**src/rtl/ldpc_edge_map_rom.sv**
```systemverilog
// Edge-address generator for the layered 802.16e rate-1/2 LDPC decoder: walks a node
// counter and emits, per edge lane, the neighbour node index and the edge's branch slot there.
module ldpc_edge_map_rom #(
    parameter int unsigned EXPANSION_FACTOR = 96,
    parameter              DIRECTION        = "C2R",
    parameter int unsigned IDX_W            = (DIRECTION == "R2C") ? $clog2(24 * EXPANSION_FACTOR)
                                                                   : $clog2(12 * EXPANSION_FACTOR)
) (
    input  logic             i_clock,
    input  logic             i_reset,
    input  logic             i_valid,
    output logic [IDX_W-1:0] o_index_for_a0,
    output logic [IDX_W-1:0] o_index_for_a1,
    output logic [IDX_W-1:0] o_index_for_a2,
    output logic [IDX_W-1:0] o_index_for_a3,
    output logic [IDX_W-1:0] o_index_for_a4,
    output logic [IDX_W-1:0] o_index_for_a5,
    output logic [IDX_W-1:0] o_index_for_a6,
    output logic [2:0]       o_branch_for_a0,
    output logic [2:0]       o_branch_for_a1,
    output logic [2:0]       o_branch_for_a2,
    output logic [2:0]       o_branch_for_a3,
    output logic [2:0]       o_branch_for_a4,
    output logic [2:0]       o_branch_for_a5,
    output logic [2:0]       o_branch_for_a6
);

    localparam int unsigned Z     = EXPANSION_FACTOR;
    localparam bit          C2R   = (DIRECTION != "R2C");
    localparam int unsigned NB    = C2R ? 24 : 12;
    localparam int unsigned WALK  = C2R ? 12 : 24;
    localparam int unsigned B_W   = $clog2(NB);
    localparam int unsigned OFF_W = $clog2(Z);
    localparam int unsigned LANES = 7;
    localparam logic [OFF_W:0] ZP = (OFF_W + 1)'(Z);

    // Rate-1/2 prototype, shifts for Z=96; -1 marks a zero block.
    localparam int BASE [12][24] = '{
        '{-1, 94, 73, -1, -1, -1, -1, -1, 55, 83, -1, -1,  7,  0, -1, -1, -1, -1, -1, -1, -1, -1, -1, -1},
        '{-1, 27, -1, -1, -1, 22, 79,  9, -1, -1, -1, 12, -1,  0,  0, -1, -1, -1, -1, -1, -1, -1, -1, -1},
        '{-1, -1, -1, 24, 22, 81, -1, 33, -1, -1, -1,  0, -1, -1,  0,  0, -1, -1, -1, -1, -1, -1, -1, -1},
        '{61, -1, 47, -1, -1, -1, -1, -1, 65, 25, -1, -1, -1, -1, -1,  0,  0, -1, -1, -1, -1, -1, -1, -1},
        '{-1, -1, 39, -1, -1, -1, 84, -1, -1, 41, 72, -1, -1, -1, -1, -1,  0,  0, -1, -1, -1, -1, -1, -1},
        '{-1, -1, -1, -1, 46, 40, -1, 82, -1, -1, -1, 79,  0, -1, -1, -1, -1,  0,  0, -1, -1, -1, -1, -1},
        '{-1, -1, 95, 53, -1, -1, -1, -1, -1, 14, 18, -1, -1, -1, -1, -1, -1, -1,  0,  0, -1, -1, -1, -1},
        '{-1, 11, 73, -1, -1, -1,  2, -1, -1, 47, -1, -1, -1, -1, -1, -1, -1, -1, -1,  0,  0, -1, -1, -1},
        '{12, -1, -1, -1, 83, 24, -1, 43, -1, -1, -1, 51, -1, -1, -1, -1, -1, -1, -1, -1,  0,  0, -1, -1},
        '{-1, -1, -1, -1, -1, 94, -1, 59, -1, -1, 70, 72, -1, -1, -1, -1, -1, -1, -1, -1, -1,  0,  0, -1},
        '{-1, -1,  7, 65, -1, -1, -1, -1, 39, 49, -1, -1, -1, -1, -1, -1, -1, -1, -1, -1, -1, -1,  0,  0},
        '{43, -1, -1, -1, -1, 66, -1, 41, -1, -1, -1, 26,  7, -1, -1, -1, -1, -1, -1, -1, -1, -1, -1,  0}
    };

    // Shift between base node bn on the walked side and base node j on the other side.
    function automatic int edge_shift(input int bn, input int j);
        return C2R ? BASE[j][bn] : BASE[bn][j];
    endfunction

    function automatic int lane_nbr(input int bn, input int k);
        int cnt;
        int res;
        cnt = 0;
        res = -1;
        for (int j = 0; j < int'(WALK); j++) begin
            if (edge_shift(bn, j) >= 0) begin
                if (cnt == k) res = j;
                cnt++;
            end
        end
        return res;
    endfunction

    // Other lifting sizes use the floor(p*Z/96) scaling of the prototype shifts.
    function automatic int lane_shift(input int bn, input int k);
        int nbr;
        nbr = lane_nbr(bn, k);
        if (nbr < 0) return 0;
        return (edge_shift(bn, nbr) * int'(Z)) / 96;
    endfunction

    function automatic int lane_branch(input int bn, input int k);
        int nbr;
        int cnt;
        nbr = lane_nbr(bn, k);
        cnt = 0;
        if (nbr < 0) return 7;
        for (int j = 0; j < bn; j++) begin
            if (edge_shift(j, nbr) >= 0) cnt++;
        end
        return cnt;
    endfunction

    logic             tab_used   [NB][LANES];
    logic [IDX_W-1:0] tab_off    [NB][LANES];
    logic [OFF_W-1:0] tab_shift  [NB][LANES];
    logic [2:0]       tab_branch [NB][LANES];

    // Per-base-node neighbour tables, folded to constants at elaboration.
    for (genvar gb = 0; gb < int'(NB); gb++) begin : g_node
        for (genvar gk = 0; gk < int'(LANES); gk++) begin : g_lane
            localparam int NBR    = lane_nbr(gb, gk);
            localparam int SHIFT  = lane_shift(gb, gk);
            localparam int BRANCH = lane_branch(gb, gk);
            localparam int OFF    = (NBR >= 0) ? NBR * int'(Z) : 0;
            assign tab_used[gb][gk]   = (NBR >= 0);
            assign tab_off[gb][gk]    = IDX_W'(OFF);
            assign tab_shift[gb][gk]  = OFF_W'(SHIFT);
            assign tab_branch[gb][gk] = 3'(BRANCH);
        end
    end

    logic [OFF_W-1:0] z_q;
    logic [B_W-1:0]   b_q;
    logic [IDX_W-1:0] idx_q [LANES];
    logic [2:0]       br_q  [LANES];
    logic [OFF_W:0]   mod_c [LANES];
    logic [IDX_W-1:0] idx_c [LANES];
    logic [2:0]       br_c  [LANES];

    // Per-lane mod-Z offset with a single conditional add/subtract of Z.
    always_comb begin
        for (int k = 0; k < int'(LANES); k++) begin
            mod_c[k] = '0;
            idx_c[k] = '0;
            br_c[k]  = 3'd7;
            if (tab_used[b_q][k]) begin
                if (C2R) begin
                    if ({1'b0, z_q} >= {1'b0, tab_shift[b_q][k]})
                        mod_c[k] = {1'b0, z_q} - {1'b0, tab_shift[b_q][k]};
                    else
                        mod_c[k] = {1'b0, z_q} + ZP - {1'b0, tab_shift[b_q][k]};
                end else begin
                    mod_c[k] = {1'b0, z_q} + {1'b0, tab_shift[b_q][k]};
                    if (mod_c[k] >= ZP) mod_c[k] = mod_c[k] - ZP;
                end
                idx_c[k] = tab_off[b_q][k] + IDX_W'(mod_c[k]);
                br_c[k]  = tab_branch[b_q][k];
            end
        end
    end

    // Node counter kept as (base, offset) so no division is needed per cycle.
    always_ff @(posedge i_clock) begin
        if (i_reset) begin
            z_q <= '0;
            b_q <= '0;
            for (int k = 0; k < int'(LANES); k++) begin
                idx_q[k] <= '0;
                br_q[k]  <= '0;
            end
        end else if (i_valid) begin
            for (int k = 0; k < int'(LANES); k++) begin
                idx_q[k] <= idx_c[k];
                br_q[k]  <= br_c[k];
            end
            if (z_q == OFF_W'(Z - 1)) begin
                z_q <= '0;
                b_q <= (b_q == B_W'(NB - 1)) ? '0 : b_q + B_W'(1);
            end else begin
                z_q <= z_q + OFF_W'(1);
            end
        end
    end

    assign o_index_for_a0  = idx_q[0];
    assign o_index_for_a1  = idx_q[1];
    assign o_index_for_a2  = idx_q[2];
    assign o_index_for_a3  = idx_q[3];
    assign o_index_for_a4  = idx_q[4];
    assign o_index_for_a5  = idx_q[5];
    assign o_index_for_a6  = idx_q[6];
    assign o_branch_for_a0 = br_q[0];
    assign o_branch_for_a1 = br_q[1];
    assign o_branch_for_a2 = br_q[2];
    assign o_branch_for_a3 = br_q[3];
    assign o_branch_for_a4 = br_q[4];
    assign o_branch_for_a5 = br_q[5];
    assign o_branch_for_a6 = br_q[6];

endmodule

```
**config.mk**
```make
export PLATFORM = sky130hd
export DESIGN_NAME = ldpc_edge_map_rom
export DESIGN_NICKNAME = d
export VERILOG_FILES = /design/src/rtl/ldpc_edge_map_rom.sv
export SDC_FILE = /design/constraint.sdc
export NUM_CORES = 1
export LEC_CHECK = 0
export CAP_MARGIN = 25
export CORE_ASPECT_RATIO = 0.8
export CORE_MARGIN = 5
export CORE_UTILIZATION = 55
export CTS_CLUSTER_SIZE = 10
export DETAILED_ROUTE_END_ITERATION = 6
export HOLD_SLACK_MARGIN = 0.03
export PLACE_DENSITY = 0.87
export SLEW_MARGIN = 0
export SYNTH_ARGS = -nofsm -noshare
export SYNTH_HDL_FRONTEND = slang
export SYNTH_SLANG_ARGS = --single-unit
```
**constraint.sdc**
```tcl
create_clock -name i_clock -period 5.75 [get_ports i_clock]
set_input_delay 0.575 -clock i_clock [delete_from_list [all_inputs] [get_ports i_clock]]
set_output_delay 0.575 -clock i_clock [all_outputs]
set_load 0.1 [all_outputs]
```
==> reports/results.txt, run 1 <==
The total congestion overflow is 0. The endpoint identified for the worst register-to-register timing path is idx_q[2][10]. For this block, the routed nets add up to 21460 um of wire. Summed over all cells, the static leakage comes to 3.837 nW. The core region is 0.01420 mm^2. Counting flops with a built-in enable in the synthesized netlist gives 82. Among all flip-flop cells after synthesis, the most frequent one is edfxtp_1. Number of distinct library cells after synthesis: 65. The root buffer cell is clkbuf_16.

Setup repair after global routing left no endpoint under its margin. The tools report the startpoint of the lowest-slack hold path as z_q[0]. The worst hold path terminates at z_q[0]. Adding up every negative setup slack in the final design gives 0 ns. The run gives 0 as the count of max-cap constraint violations. By area, the combinational part of the netlist is dominated by compound AO/OA/AOI/OAI gates.

The startpoint-to-endpoint class of the critical path was flop to flop. The maximum level of the CTS H-tree was 3; the via count was 6815. The portion of the clock cycle consumed by the worst path in the final layout is 86.47%.

Initial antenna violation count: 0. The endpoint class of the critical path was a flop. The startpoint type of the worst setup path is a flop.

The depth of the worst register-to-register path is 21, and the number of cells traversed by the worst hold path is 2. The power density of the placed cells is 202.1 mW/mm^2, and the maximum number of pins on one net before global-route repair is 83. The die width is 144.3 um. Input and output buffers added on the ports amount to 89. Yosys attributes the largest share of cell area to edfxtp_1 (31%), ha_1 (13%), nor2_1 (4.3%), a21oi_1 (4.2%), xnor2_1 (3.5%).

The final count of pins violating max slew was 0. Across all register-to-register paths, the minimum setup slack is 0.78 ns. The worst register-to-register path begins at b_q[1]. Average wire length per cell after detail routing: 19.06 um.

TritonCTS created 9 clock buffers. TritonCTS built the clock tree. 0 antenna diodes ended up in the layout. The synthesized netlist devotes 5.080% of its cell area to XOR and XNOR gates.

The clock passes through at most 2 buffers. The number of synthesis warnings was 0; the worst clock skew was 0.01121 ns. The detailed-route vias per instance is 6.052.

The logs give 0 for the number of hold-slack violations in the final timing report and 33.05% for the max-slew headroom at the worst pin. The biggest area consumer among synthesized cells was edfxtp_1. The count of nets left with antenna violations once routing finished came out at 0.

For this design, the CTS-stage hold fixing added 0 buffers. In this run, post-CTS repair resized a total of 0 instances. The logs give 39 for the count of standard-cell rows and 5 for the number of iterations in the first detailed-routing pass. Detailed placement ended at an HPWL of 15490 um. The multiplexer fraction of the synthesized cell area is 2.256%, and the number of global-route vias before repair is 6488. The count of boundary I/O pins was 101. Flip-flop and latch count after synthesis: 94.

In the routed design, unresolved DRC markers number 0. Ranked by instance count, the synthesized netlist is headed by nor2_1 (91), ha_1 (85), edfxtp_1 (82). At the end of the flow the core is filled with cells to 64.91%.

The area growth from synthesis to layout works out to 16.22%. Clock-pin slew was measured on the worst setup and hold paths at 0.07 ns. The logs give 34.07% for the fraction of the yosys area taken by sequential cells and 94 for the number of clock sinks. Most numerous cell in the Yosys netlist: nor2_1. The share of Yosys cell area claimed by the top area cell type was 31.05%; the fraction of layout cells with a size suffix above 1 was 4.989%. The synthesized netlist devotes 18.41% of its cell area to compound gates. For the worst setup path, the data required time is 5.85 ns.

The smallest hold slack is 0.5732 ns. In this run the cell area of the synthesized design comes to 0.007931 mm^2. Global routing used 25.30% of the available tracks. The data arrival time at the worst-slack endpoint was 5.07 ns; the routability congestion estimate was 0.9666. The initial standard-cell utilization of the core was 55.86%; the maximum ir drop on the vdd rail was 0.2294 mV. The logs give 838 for the count of routing violations after the opening detailed-route iteration and 34240 um for the global-route wire length before repair. At the pin with the least slew margin, the transition time is 1.001 ns. The run finished with clean final reports.

The vertical die dimension came out at 117.4 um. Post-synthesis instance total: 869. Summing the areas of all and, or, nand and nor instances in the mapped netlist gives 18.41% of the synthesized area. Dividing the synthesized area by the synthesized cell count gives 9.127 um^2. Setup violations remaining at the end of the flow were counted as 0. For the die footprint, the log shows 0.01694 mm^2. The net count of the finished layout is 1036. At the later pin of the worst-skew pair, clock insertion delay measures 0.36 ns. The count of buffers added by post-CTS timing repair for setup was 0. Of all nets on the critical path, the largest fanout is 15. The adder-cell area share of the yosys netlist was 16.19%; the fraction of registers with async set or reset after synthesis was 0%. The tightest min-delay check is of the flop to flop type.

Subtracting the final worst setup slack from the clock period gives 4.972 ns. For this run, the top clock speed supported by timing is 201.1 MHz.
[sequential cells by signal, summed over array words and instances, names as in the netlist]
signal / cells
idx_q: 65
br_q: 17
z_q: 7
b_q: 5
[layout by cell type, fill, tap and decap left out, types with 12 or more instances in the layout]
| cell | count |
|---|---|
| nor2_1 | 91 |
| clkdlybuf4s50_1 | 89 |
| ha_1 | 85 |
| edfxtp_1 | 82 |
| a21oi_1 | 67 |
| nand2_1 | 67 |
| o21ai_0 | 40 |
| inv_1 | 37 |
| xnor2_1 | 32 |
| nor3_1 | 31 |
| nor2b_1 | 24 |
| nand2b_1 | 18 |
| a211oi_1 | 18 |
| a21o_1 | 18 |
| o21a_1 | 16 |
| xor2_1 | 14 |
| mux2i_1 | 13 |
| and2_1 | 12 |
| and3_1 | 12 |
| dfxtp_1 | 12 |
| buf_4 | 12 |
[per-stage QoR]
step           cell area [um^2]  instances  power [mW]  setup slack, ns
6_report                   9218       1126       1.863           0.7779
5_1_grt                    9218       1126       1.916           0.3788
4_1_cts                    9198       1125       1.868           0.8483
3_5_place_dp               8886       1109       1.240           0.8687
3_3_place_gp               8886       1109       1.236            1.107
2_1_floorplan              7969        879       1.156            1.253
[power breakdown]
group	leakage (nW)	total [mW]	internal (mW)	switching [mW]
Clock	0.149	0.636	0.363	0.273
Combinational	2.69	0.443	0.0878	0.355
Sequential	1.00	0.784	0.773	0.0107
Total	3.84	1.86	1.22	0.639
[layer usage]
layer	track usage, %	vias up	wire, um
li1	-	3236	-
met1	37.43	3187	9679
met2	36.69	342	9231
met3	6.957	50	2126
met4	6.294	0	426
met5	0	-	0
[logic make-up (layout without fill, tap and decap cells)]
logic type      after synthesis  in the layout
compound gates              225            225
xor+xnor                     46             46
fa+ha+maj                    96             96
buf+inv                      93            156
flops                        94             94
mux                          16             16
other cells                   1             11
simple gates                298            298
[worst max-delay path, cell delays in order, from the launching register on]
cell and delay, ns:
dfxtp_1 0.48, inv_1 0.29, ha_1 0.45, nor2_1 0.13, a21oi_1 0.15, o221a_2 0.22
ha_1 0.17, inv_1 0.06, fa_1 0.42, a211oi_1 0.37, o21bai_1 0.16, a21oi_1 0.20
xnor2_1 0.14, nor2_1 0.06, a311oi_1 0.44, ha_1 0.31, a21o_1 0.15, a21oi_1 0.17
nor2_1 0.08, nand2_1 0.09, xnor2_1 0.12, nor2_1 0.05
[final cells by class]
cell class	instances	area [um^2]
Sequential cell	94	2703
Fill cell	1140	4982
Tap cell	184	230.2
Clock buffer	12	256.5
Multi-Input combinational cell	692	4830
Clock inverter	4	55.05
Inverter	38	142.6
Timing Repair Buffer	102	1001
[how the worst max path moves through the flow]
| stage | slack, ns | from | endpoint |
|---|---|---|---|
| 3_5_place_dp | 0.87 | b_q[1] | idx_q[2][10] |
| 6_report | 0.78 | b_q[1] | idx_q[2][10] |
| 3_3_place_gp | 1.11 | b_q[1] | idx_q[1][10] |
| 5_1_grt | 0.38 | b_q[1] | idx_q[2][10] |
| 4_1_cts | 0.85 | b_q[1] | idx_q[2][10] |
| 2_1_floorplan | 1.25 | b_q[0] | idx_q[2][10] |
Note: power is estimated with default switching activity, not from simulation.
==> inputs of run 2 (changes only) <==
Clock period 5.75 ns to 6.2 ns, I/O delays scaled along.
==> reports/results.txt, run 2 (synthesis results as in run 1) <==
The run finished with clean final reports. The clock tree buffer depth is 2, and the placed cell area is 0.008886 mm^2. The logs give 0 for the count of max-cap constraint violations and 2317 um for the wire length on met3. The power density of the placed cells came out at 183.2 mW/mm^2. The maximum ir drop on the vdd rail was 0.1594 mV; the count of buffers added by post-CTS timing repair for setup was 0. The root buffer cell is clkbuf_16. The tools report the max-slew headroom at the worst pin as 33.33%. The number of hold-slack violations in the final timing report is 0, and the final wirelength is 20410 um. The count of standard-cell rows was 39. Prior to clock tree synthesis, the placed netlist has a worst setup slack of 1.304 ns. In the final layout, the registers with the most flip-flops are idx_q: 65 flops, br_q: 17 flops, z_q: 7 flops.

After layout, the minimum clock period comes to 4.998 ns. Based on the critical path, the design can be clocked at up to 200.1 MHz. The number of antenna diodes is 0, and the vertical die dimension is 117.4 um. The path class of the tightest hold or removal check is flop to flop. After detailed routing, the wire length on met1 is 8995 um. The uppermost metal layer occupied by signal nets was met4. The logs give 0.002703 mm^2 for the flip-flop and latch area and 1.20 ns for the slack of the worst reg-to-reg path.

For the worst flop-to-flop path, the logic depth is 18. STA puts the critical path data arrival time at 5.08 ns. The maximum level of the CTS H-tree was 3; the number of setup violations in the final report was 0.

Tracing the worst setup path back leads to its startpoint at b_q[3]. The first detailed-routing pass took 6 iterations. For this block, the via count after detailed routing is 6762.

The register name with the most flops is idx_q. The run gives 0 as the number of instances resized during post-cts repair. Counting the buffers created by CTS gives 9. The die width was 144.3 um; the utilization of the core after routing was 64.80%. On the critical path, the stage with the largest delay is an instance of dfxtp_1. The clock transition at the registers of the reported paths came out at 0.07 ns. Setup repair after global routing left no endpoint under its margin. Buffers placed on the I/O ports in this run total 89. The logs give 0 ns for the setup TNS after final layout and 0.004830 mm^2 for the combined area of the multi-input logic cells. The number of cells traversed by the worst hold path works out to 2. The worst path uses 80.61% of the clock period. Buffers inserted to repair hold after CTS numbered 0.

Across the routed clock network, the largest skew measured is 0.01271 ns. The analysis attributes to cell leakage a power of 3.833 nW. The number of placed instances, taps included, is 1108.

The critical path is of the flop to flop type. After detailed routing, the met2 layer carries 8666 um of wire. Walking the worst path, the cells encountered are buf_4 > nand2b_1 > a21oi_1 > a21oi_1 > nor2_1 > ha_1 > fa_1 > nor2b_4 > o31a_1 > o21ai_0 > nand2b_1 > xnor2_1 > a211oi_1 > ha_1 > a21o_1 > a21oi_1 > xor2_1 > nor2_1. For this run, design rule violations remaining after detail routing come to 0.

On the final layout, the worst hold slack is 0.5784 ns. In the final design database the tool counted 1035 nets. The data required time of the worst path is 6.28 ns.

The initial standard-cell utilization of the core is 55.86%, and the largest fanout on the critical path is 28. In the routed layout, each cell is associated on average with a via count of 6.011. The final count of pins violating max slew is 0. In this run the critical register-to-register path is launched from b_q[3].

In this run, the number of DRC markers left after iteration 0 of detailed routing was 680. The average wire length per cell after detail routing came out at 18.14 um. Clock tree synthesis found a total of 94 sinks. The startpoint type of the worst setup path is a flop. Entering global routing, the biggest net connects 83 pins. The total global-route track usage was 24.47%; the worst-case setup margin in the final layout was 1.202 ns.

The logs give 1140 for the filler cell count and 6394 for the number of global-route vias before repair. The floorplan step defined a die boundary enclosing 0.01694 mm^2. Area growth from synthesis to layout: 16.01%.

The total power of the final layout is 1.686 mW. 101 I/O pins were placed. The most numerous cell type found on the critical path is a21oi_1. Summed over all layers, the global routing overflow is 0.

The fraction of layout cells with a size suffix above 1 works out to 4.888%. The leading cell type in the layout, fill and taps excluded is nor2_1. The largest single stage delay on the critical path is 0.93 ns. The finished layout holds 1125 standard cells, fillers aside. The library cells used most frequently in the layout, excluding fill and tap cells, are nor2_1 (91), clkdlybuf4s50_1 (89), ha_1 (85). The worst hold path begins at z_q[0].

The tools report the final standard cell area without fillers as 0.009201 mm^2. The logs give 0 for the number of nets still failing antenna checks after routing and 0.01420 mm^2 for the placeable core region. The later pin in the worst-skew pair is clocked with a latency of 0.36 ns. TritonCTS built the clock tree. The HPWL after detailed placement is 15140 um. The endpoint class of the critical path is a flop. The first global-routing pass estimated 33190 um of wire. The flip-flop count of the largest register, all copies and words added came out at 65. At the pin with the least slew margin, the transition time is 0.9969 ns. The initial antenna violation count was 0; the routability congestion estimate was 1.003.
[run 2: path summary, 6_finish.rpt]
path	endpoint
max	idx_q[4][8]
max reg2reg	idx_q[4][8]
min	z_q[0]
min reg2reg	z_q[0]
[run 2: area by class of cell]
cell class | count | area share [%]
clock buffer | 12 | 2.910
inverter | 38 | 1.550
tap | 184 | 2.502
multi-input combinational | 692 | 52.49
sequential | 94 | 29.37
clock inverter | 4 | 0.2992
timing repair buffer | 101 | 10.88
[run 2: critical path, delay by kind of cell, from the launching register on]
| kind | cells | cell delay (ns) |
|---|---|---|
| compound gates | 7 | 1.42 |
| fa+ha+maj | 3 | 1.10 |
| flops | 1 | 0.93 |
| simple gates | 5 | 0.63 |
| buf+inv | 1 | 0.35 |
| xor+xnor | 2 | 0.26 |
[run 2: where the power goes]
group | internal [mW] | total [mW] | switching, mW
combinational | 0.0813 | 0.406 | 0.325
sequential | 0.717 | 0.729 | 0.0120
clock | 0.308 | 0.550 | 0.242
[run 2: per-layer routing]
metal	global-route usage, %	up-vias
met1	36.25	3165
met5	0	-
met2	34.36	313
met4	7.110	0
met3	7.526	37
li1	-	3247
